`config.mk`:
```
export PLATFORM = sky130hd
export DESIGN_NAME = btn_debounce_arbiter_flat
export DESIGN_NICKNAME = d
export VERILOG_FILES = /design/src/rtl/btn_debounce_arbiter_if.sv /design/src/rtl/btn_debounce_arbiter.sv /design/src/flat_wrapper.sv
export SDC_FILE = /design/constraint.sdc
export NUM_CORES = 1
export LEC_CHECK = 0
export CORE_ASPECT_RATIO = 1.75
export CORE_MARGIN = 4
export CORE_UTILIZATION = 52
export CTS_BUF_LIST = sky130_fd_sc_hd__clkbuf_8
export DETAILED_ROUTE_END_ITERATION = 7
export PLACE_DENSITY_LB_ADDON = 0.05
export SYNTH_ARGS = -nofsm -noshare
export SYNTH_HDL_FRONTEND = slang
export SYNTH_SLANG_ARGS = --single-unit
export TNS_END_PERCENT = 20
```
`constraint.sdc`:
```
create_clock -name clk -period 2.6 [get_ports clk]
set_clock_uncertainty 0.05 [all_clocks]
set_input_delay 0.52 -clock clk [delete_from_list [all_inputs] [get_ports clk]]
set_output_delay 0.52 -clock clk [all_outputs]
set_load 0.1 [all_outputs]
```
`src/rtl/btn_debounce_arbiter_if.sv`:
```
// btn_debounce_arbiter_if: bundles the raw button inputs and the arbiter's
// press/held/busy/owner outputs plus a debug view of the FSM state.
// Handshake: there is no valid/ready pair here. press is a one-cycle
// strobe that is only meaningful in the cycle it is high, and held is a
// level that stays set from that strobe until the button is seen low.
interface btn_debounce_arbiter_if #(
    parameter int N_BTN = 4
);
    localparam int OW = $clog2(N_BTN);

    logic [N_BTN-1:0] B;
    logic [N_BTN-1:0] press;
    logic [N_BTN-1:0] held;
    logic             busy;
    logic [OW-1:0]    owner;
    logic             dbg_state;

    modport master (output B, input press, input held, input busy, input owner, input dbg_state);
    modport slave  (input B, output press, output held, output busy, output owner, output dbg_state);
endinterface

```
`src/rtl/btn_debounce_arbiter.sv`:
```
// btn_debounce_arbiter: N_BTN buttons share one debounce counter. An IDLE/COUNT
// FSM grants the counter round-robin to a pending button. That button must stay
// high for DB_CYCLES consecutive cycles before a one-cycle press pulse is
// emitted for it. Macro DBARB_SYNC_EN inserts a two-flop synchronizer on every
// button input. When the macro is not defined, the inputs are used directly.
module btn_debounce_arbiter #(
    parameter int DB_CYCLES = 20_000,
    parameter int N_BTN     = 4
) (
    input  logic                    clk,
    input  logic                    rst,
    btn_debounce_arbiter_if.slave   bus
);
    localparam int CW = $clog2(DB_CYCLES);
    localparam int OW = $clog2(N_BTN);

    localparam logic [0:0] ST_IDLE  = 1'b0;
    localparam logic [0:0] ST_COUNT = 1'b1;

    logic [N_BTN-1:0] s;
    logic [N_BTN-1:0] pend;

    logic [0:0]       state_q, state_d;
    logic [CW-1:0]    cnt_q, cnt_d;
    logic [OW-1:0]    owner_q, owner_d;
    logic [OW-1:0]    ptr_q, ptr_d;
    logic [N_BTN-1:0] held_q, held_d;
    logic [N_BTN-1:0] press_q, press_d;

    logic             grant_found;
    logic [OW-1:0]    grant_idx;
    int               cand;
    logic [OW-1:0]    cand_w;

`ifdef DBARB_SYNC_EN
    logic [N_BTN-1:0] sync1_q, sync2_q;

    // Two-flop synchronizer for the asynchronous button levels.
    always_ff @(posedge clk) begin
        if (rst) begin
            sync1_q <= '0;
            sync2_q <= '0;
        end else begin
            sync1_q <= bus.B;
            sync2_q <= sync1_q;
        end
    end

    assign s = sync2_q;
`else
    assign s = bus.B;
`endif

    // A button is pending only while it is pressed and has not already been reported.
    assign pend = s & ~held_q;

    // Round-robin search. It begins one index after the last granted button.
    always_comb begin
        grant_found = 1'b0;
        grant_idx   = '0;
        cand        = 0;
        cand_w      = '0;
        for (int k = 1; k <= N_BTN; k++) begin
            cand = int'(ptr_q) + k;
            if (cand >= N_BTN) cand = cand - N_BTN;
            cand_w = OW'(cand);
            if (!grant_found && pend[cand_w]) begin
                grant_found = 1'b1;
                grant_idx   = cand_w;
            end
        end
    end

    // Next-state logic. A release clears held at any time. The counter is only
    // compared for equality with the terminal value and is cleared on every grant.
    always_comb begin
        state_d = state_q;
        cnt_d   = cnt_q;
        owner_d = owner_q;
        ptr_d   = ptr_q;
        held_d  = held_q & s;
        press_d = '0;
        if (state_q == ST_IDLE) begin
            if (grant_found) begin
                owner_d = grant_idx;
                cnt_d   = '0;
                state_d = ST_COUNT;
            end
        end else begin
            if (!s[owner_q]) begin
                state_d = ST_IDLE;
                ptr_d   = owner_q;
            end else if (cnt_q == CW'(DB_CYCLES - 1)) begin
                press_d[owner_q] = 1'b1;
                held_d[owner_q]  = 1'b1;
                state_d          = ST_IDLE;
                ptr_d            = owner_q;
            end else begin
                cnt_d = cnt_q + CW'(1);
            end
        end
    end

    // State registers. After reset, button 0 has first priority.
    always_ff @(posedge clk) begin
        if (rst) begin
            state_q <= ST_IDLE;
            cnt_q   <= '0;
            owner_q <= '0;
            ptr_q   <= OW'(N_BTN - 1);
            held_q  <= '0;
            press_q <= '0;
        end else begin
            state_q <= state_d;
            cnt_q   <= cnt_d;
            owner_q <= owner_d;
            ptr_q   <= ptr_d;
            held_q  <= held_d;
            press_q <= press_d;
        end
    end

    assign bus.press     = press_q;
    assign bus.held      = held_q;
    assign bus.busy      = (state_q == ST_COUNT);
    assign bus.owner     = owner_q;
    assign bus.dbg_state = state_q;
endmodule

```
`src/flat_wrapper.sv`:
```
// flat-port wrapper written by rule: the top's interface ports become plain ports
module btn_debounce_arbiter_flat 
#(
    parameter int DB_CYCLES = 20_000,
    parameter int N_BTN     = 4
)
  (clk, rst, bus_B, bus_press, bus_held, bus_busy, bus_owner, bus_dbg_state);
  btn_debounce_arbiter_if #(.N_BTN(N_BTN)) bus_i ();
  input  logic clk;
  input  logic rst;
  input wire logic [$bits(bus_i.B)-1:0] bus_B;
  output wire logic [$bits(bus_i.press)-1:0] bus_press;
  output wire logic [$bits(bus_i.held)-1:0] bus_held;
  output wire logic [$bits(bus_i.busy)-1:0] bus_busy;
  output wire logic [$bits(bus_i.owner)-1:0] bus_owner;
  output wire logic [$bits(bus_i.dbg_state)-1:0] bus_dbg_state;
  assign bus_i.B = bus_B;
  assign bus_press = bus_i.press;
  assign bus_held = bus_i.held;
  assign bus_busy = bus_i.busy;
  assign bus_owner = bus_i.owner;
  assign bus_dbg_state = bus_i.dbg_state;
  btn_debounce_arbiter #(.DB_CYCLES(DB_CYCLES), .N_BTN(N_BTN)) u_core (.clk(clk), .rst(rst), .bus(bus_i));
endmodule
```
==> reports/results.tsv, run 1 <==
stage	metric	value	unit
status	run status	completed	
timing	FMAX	474.1	MHz
routing	drt via density	6.069	
clock_tree	CTS H-tree depth	1	
die	Starting Density	55.26	%
routing	Pre-antenna DRT Iters	4	
power	pwr dens	527.2	mW/mm2
timing	Finish-stage setup viols	0	
critical_path	Arr. time, crit path	2.21	ns
yosys	number of synthesized flops with an enable pin	0	
routing	number of nets with antenna violations after routing	0	
clock_tree	hold buffer count at CTS	0	
global_routing	largest net degree at the start of global routing	15	
yosys	Syn Area/Cell	8.551	um2
routing	routed via count	1232	
clock_tree	TritonCTS clock tree	built	
yosys	synthesized area	0.001394	mm2
final_layout	layout cell share with drive strength beyond 1	15.82	%
clock_tree	worst-skew pair later-pin latency	0.27	ns
global_routing	wire length of the first global-routing pass	5464	um
placement	# placed instances	200	
yosys	register bit total from synthesis	28	
yosys	Main synth FF type	dfxtp_1	
placement	Detail Placement HPWL	2524	um
global_routing	vias in the first global route	1260	
routing	metal2 WL	1879	um
timing	setup TNS	0	ns
placement	DP Area	0.001555	mm2
final_layout	commonest non-fill, non-tap cell in the layout	dfxtp_1	
timing	Hold Violations, Final	0	
timing	Period minus WS final	2.109	ns
yosys	Yosys top cell area share	40.22	%
clock_tree	clk buf depth	2	
timing	RSZ-0062 raised after global routing	no	
routing	wire length on met3	77	um
routing	Max Used Layer	met4	
die	Die X	47.14	um
routing	# DRC	0	
clock_tree	Num CTS Buffers	3	
power	static leakage	0.0005354	uW
final_layout	final cell count without fillers	203	
die	Core ar.	0.002522	mm2
yosys	top area cells in the synthesized netlist	dfxtp_1 40%, xnor2_1 7.5%, nor2_1 5.7%	
power	peak supply drop	350.2	uV
clock_tree	CTS sink count	28	
die	Site Rows	24	
yosys	Cells after Synth	163	
clock_tree	quantity of gates resized following cts	0	
final_layout	number of diodes	0	
clock_tree	# Post-CTS Setup Buffers	0	
critical_path	crit-path max FO	14	
die	die area	0.003605	mm2
global_routing	GRT overflow	0	
die	Chip Height	76.49	um
critical_path	worst path required time	2.70	ns
final_layout	nets@finish	186	
timing	Max-slew headroom	69.00	%
yosys	Synth area leader	dfxtp_1	
final_layout	most frequent cells in the layout	27 x dfxtp_1, 21 x nor2_1, 17 x buf_4, 15 x nand2_1, 12 x xnor2_1	
timing	Tcrit/Tclk final	81.13	%
final_layout	Area Growth Syn to Fin	14.54	%
yosys	Synth Warn #	0	
yosys	sequential element share of the synthesized area	40.22	%
final_layout	Final Instance Area	0.001597	mm2
placement	RePlAce Congestion	0.8571	
die	Top Ports	18	
yosys	Syn Nets	170	
critical_path	Setup crit start kind	input port	
routing	initial DRC count	29	
global_routing	GRT Total Usage	20.44	%
routing	Metal-1 WL	1208	um
critical_path	kind of critical path	in -> reg	
global_routing	initial antenna violation count	0	
routing	drt total wl	3224	um
yosys	Netlist cell types	46	
final_layout	final core utilization	63.29	%
timing	Final Max Tran Viols	0	
run	Max-cap violations	0	
timing	Slew @ Worst Pin	0.4602	ns
critical_path	CP endpoint kind	flip-flop	
clock_tree	clock slew at reported path FFs	0.09	ns
yosys	asr flop ratio synth	0	%
final_layout	# fillers	244	
hold_path	worst min path class	reg -> reg	
placement	I/O Buffers	17	
routing	WL/cell	15.88	um
clock_tree	Clock Tree Root	clkbuf_8	
power	PnR Total Power	841.6	uW
area by class of cell:
type                       count  area [um2]  area share [%]
timing repair buffer          22       177.7           11.13
inverter                       1       3.754          0.2351
multi-input combinational    123       779.5           48.82
clock buffer                   3       41.29           2.586
tap                           26       32.53           2.038
sequential                    28       561.8           35.19
path summary, 6_finish.rpt:
path,depth (start not counted),to,slack (ns),from
setup reg to reg,5,u_core.bus.held[1]$_SDFF_PP0_,0.58,u_core.cnt_q[5]$_SDFFE_PP0P_
setup / recovery,7,u_core.bus.held[3]$_SDFF_PP0_,0.49,bus_B[2]
hold / removal,2,u_core.bus.held[1]$_SDFF_PP0_,0.44,u_core.bus.held[1]$_SDFF_PP0_
hold reg to reg,2,u_core.bus.held[1]$_SDFF_PP0_,0.44,u_core.bus.held[1]$_SDFF_PP0_
report_power, final:
part	leakage, uW	switching, uW	internal (uW)
Clock	0.0000216	127	104
Sequential	0.000227	18.0	440
Combinational	0.000287	105	48.7
synthesized netlist by cell type (2+ instances only):
| cell | n |
|---|---|
| o22ai_1 | 2 |
| o21bai_1 | 3 |
| dfxtp_1 | 28 |
| clkbuf_1 | 5 |
| nand4_1 | 3 |
| or3_1 | 4 |
| xnor2_1 | 12 |
| a21oi_1 | 6 |
| nor4_1 | 5 |
| and3_1 | 2 |
| and2_1 | 3 |
| o41ai_1 | 2 |
| buf_2 | 3 |
| nor2_1 | 21 |
| nand3_1 | 7 |
| nor2b_1 | 2 |
| nor3_1 | 8 |
| o21ai_0 | 2 |
| nand2_1 | 15 |
| nand2b_1 | 4 |
state kept, by name (all words and copies together), names as in the netlist:
| name | cells |
|---|---|
| u_core.bus.owner | 2 |
| u_core.bus.press | 4 |
| u_core.bus.held | 4 |
| u_core.bus.busy | 1 |
| u_core.ptr_q | 2 |
| u_core.cnt_q | 15 |
through the flow:
step	hold WS (ns)	setup slack, ns
3_5_place_dp	0.4262	0.2018
4_1_cts	0.4396	0.5010
6_report	0.4405	0.4907
2_1_floorplan	0.4151	0.02907
5_1_grt	0.4646	0.3877
3_3_place_gp	0.4143	0.2180
per-layer routing:
| metal | GRT usage [%] | vias up |
|---|---|---|
| li1 | - | 612 |
| met1 | 21.25 | 591 |
| met2 | 35.83 | 23 |
| met3 | 2.837 | 6 |
| met4 | 11.36 | 0 |
| met5 | 0 | - |
critical path: stages:
cell and delay [ns]:
clkdlybuf4s50_1 0.45, mux4_2 0.49, nand2_1 0.11, buf_4 0.21, nor3b_2 0.07, and3_1 0.21, o21bai_1 0.14
logic make-up after synthesis:
kind of cell	after synthesis	synth area share [%]
and+or+nand+nor	86	34.29
DFF	28	40.22
AOI/OAI and AO/OA	23	11.58
xor gates and xnor gates	12	7.540
buffers and inverters	12	3.859
muxes	1	1.616
adders and majority gates	1	0.8975
No activity file was read; power rests on OpenSTA's default activity.
==> run 2, diff against run 1 <==
==> constraint.sdc (replaced) <==
create_clock -name clk -period 2 [get_ports clk]
set_clock_uncertainty 0.05 [all_clocks]
set_input_delay 0.4 -clock clk [delete_from_list [all_inputs] [get_ports clk]]
set_output_delay 0.4 -clock clk [all_outputs]
set_load 0.1 [all_outputs]
==> reports/results.tsv, run 2 (synthesized netlist as in run 1, its figures left out) <==
stage	metric	value	unit
status	run status	completed	
power	switching pwr	341.6	uW
routing	Pre-antenna DRT Iters	4	
critical_path	worst path required time	2.12	ns
global_routing	GRT Total Usage	21.04	%
routing	# DRC	0	
critical_path	Arr. time, crit path	2.04	ns
power	internal power	809.4	uW
hold_path	hold path depth	2	
critical_path	Setup crit start kind	input port	
clock_tree	Num CTS Buffers	3	
placement	DP Area	0.001718	mm2
final_layout	register area	574.3	um2
global_routing	vias in the first global route	1345	
timing	RSZ-0062 raised after global routing	yes	
die	Core ar.	0.002522	mm2
routing	initial DRC count	36	
critical_path	crit path max-delay cell type	clkdlybuf4s50_1	
power	part of the power in registers	52.5	%
die	Die X	47.14	um
final_layout	Largest Register	u_core.cnt_q	
final_layout	# fillers	214	
routing	WL/cell	14.99	um
critical_path	worst r2r src	u_core.cnt_q[5]$_SDFFE_PP0P_	
timing	Hold Violations, Final	0	
timing	Final Max Tran Viols	0	
clock_tree	CTS H-tree depth	1	
clock_tree	# Post-CTS Setup Buffers	0	
final_layout	Area Growth Syn to Fin	27.74	%
power	static leakage	0.0006250	uW
placement	# placed instances	213	
critical_path	R2R cell count	5	
critical_path	reg2reg end	u_core.bus.held[1]$_SDFF_PP0_	
hold_path	HP Start	u_core.bus.held[3]$_SDFF_PP0_	
run	Max-cap violations	0	
final_layout	most frequent cells in the layout	26 x buf_4, 21 x nor2_1, 21 x dfxtp_1, 14 x nand2_1, 12 x xnor2_1	
die	Site Rows	24	
power	combinational fraction of design power	20.6	%
clock_tree	CTS sink count	28	
routing	number of nets with antenna violations after routing	0	
placement	RePlAce Congestion	0.8675	
final_layout	Largest register FFs	15	
die	die area	0.003605	mm2
global_routing	wire length of the first global-routing pass	5692	um
final_layout	number of diodes	0	
final_layout	final cell count without fillers	217	
timing	Tcrit/Tclk final	96.19	%
timing	Period minus WS final	1.924	ns
global_routing	largest net degree at the start of global routing	16	
clock_tree	clock slew at reported path FFs	0.09	ns
final_layout	commonest non-fill, non-tap cell in the layout	buf_4	
critical_path	CP endpoint kind	flip-flop	
timing	FMAX	519.8	MHz
hold_path	WHS Endpoint	u_core.bus.held[3]$_SDFF_PP0_	
power	clock share of power	26.9	%
placement	I/O Buffers	17	
timing	post-route worst setup slack	0.07615	ns
clock_tree	worst-skew pair later-pin latency	0.27	ns
clock_tree	hold buffer count at CTS	0	
die	Starting Density	55.26	%
placement	dpl ws	-0.2648	ns
critical_path	kind of critical path	in -> reg	
global_routing	initial antenna violation count	0	
timing	Finish-stage setup viols	0	
routing	routed via count	1305	
clock_tree	clk buf depth	2	
final_layout	Final Instance Area	0.001780	mm2
power	switch share	29.68	%
critical_path	R2R setup slack	0.08	ns
clock_tree	Clock Tree Root	clkbuf_8	
power	pwr dens	646.5	mW/mm2
final_layout	final core utilization	70.59	%
final_layout	layout cell share with drive strength beyond 1	26.18	%
critical_path	CP max stage delay	0.50	ns
timing	Max-slew headroom	67.17	%
final_layout	area of the multi-input gates	799.5	um2
timing	Slew @ Worst Pin	0.4801	ns
routing	drt total wl	3252	um
hold_path	worst min path class	reg -> reg	
routing	drt via density	6.014	
placement	Detail Placement HPWL	2557	um
die	Chip Height	76.49	um
final_layout	nets@finish	199	
critical_path	worst path cell trace	clkdlybuf4s50_1, mux4_2, nand2_2, buf_4, nor4_1, xnor2_1, nor2_1	
global_routing	GRT overflow	0	
die	Top Ports	18	
clock_tree	TritonCTS clock tree	built	
critical_path	crit-path max FO	6	
power	peak supply drop	553.9	uV
==> run 2: worst max-delay path, delay by kind of cell <==
kind / cells / cell delay [ns]
XOR/XNOR: 1 / 0.17
multiplexers: 1 / 0.27
AND/OR/NAND/NOR: 3 / 0.53
buffers and inverters: 2 / 0.68
==> run 2: metrics by stage <==
step	hold WS (ns)	total power [uW]	setup TNS, ns
global route	0.4530	1209	-0.1345
CTS	0.4292	1158	0
finish	0.4313	1151	0
detailed placement	0.4141	851.7	-2.868
global placement	0.4043	846.7	-2.308
floorplan	0.4151	763.9	0
==> run 2: cell type report <==
type / count / area share [%]
Sequential cell: 28 / 32.26
Clock inverter: 1 / 0.2108
Timing Repair Buffer: 35 / 18.27
Inverter: 1 / 0.2108
Clock buffer: 3 / 2.319
Multi-Input combinational cell: 123 / 44.91
Tap cell: 26 / 1.827
==> run 2: worst max path at each step <==
stage,startpoint,endpoint,cells after the start
global placement,bus_B[1],u_core.cnt_q[14]$_SDFFE_PP0P_,7
CTS,u_core.cnt_q[5]$_SDFFE_PP0P_,u_core.ptr_q[0]$_SDFFE_PP1P_,5
detailed placement,bus_B[1],u_core.cnt_q[14]$_SDFFE_PP0P_,7
global route,u_core.cnt_q[5]$_SDFFE_PP0P_,u_core.cnt_q[14]$_SDFFE_PP0P_,6
floorplan,u_core.bus.owner[0]$_SDFFE_PP0P_,u_core.cnt_q[13]$_SDFFE_PP0P_,7
finish,bus_B[1],u_core.cnt_q[5]$_SDFFE_PP0P_,7
==> run 2: layer usage <==
| layer | GRT usage (%) | share of wire (%) | routed length (um) |
|---|---|---|---|
| met5 | 0 | 0 | 0 |
| met4 | 10.80 | 3.4 | 112 |
| met2 | 37.87 | 56 | 1832 |
| met3 | 2.600 | 2.5 | 81 |
| met1 | 21.48 | 38 | 1226 |
==> run 2: power groups by stage <==
stage	clock, uW	sequential (uW)	combinational [uW]
6_report	309	605	237
5_1_grt	346	608	255
4_1_cts	318	604	236
3_5_place_dp	0	617	235
3_3_place_gp	0	616	231
2_1_floorplan	0	648	116
==> run 2: repair_timing <==
action,in CTS,in global routing
resized for setup,0,5
hold endpoints to repair,0,0
setup endpoints to repair,0,18
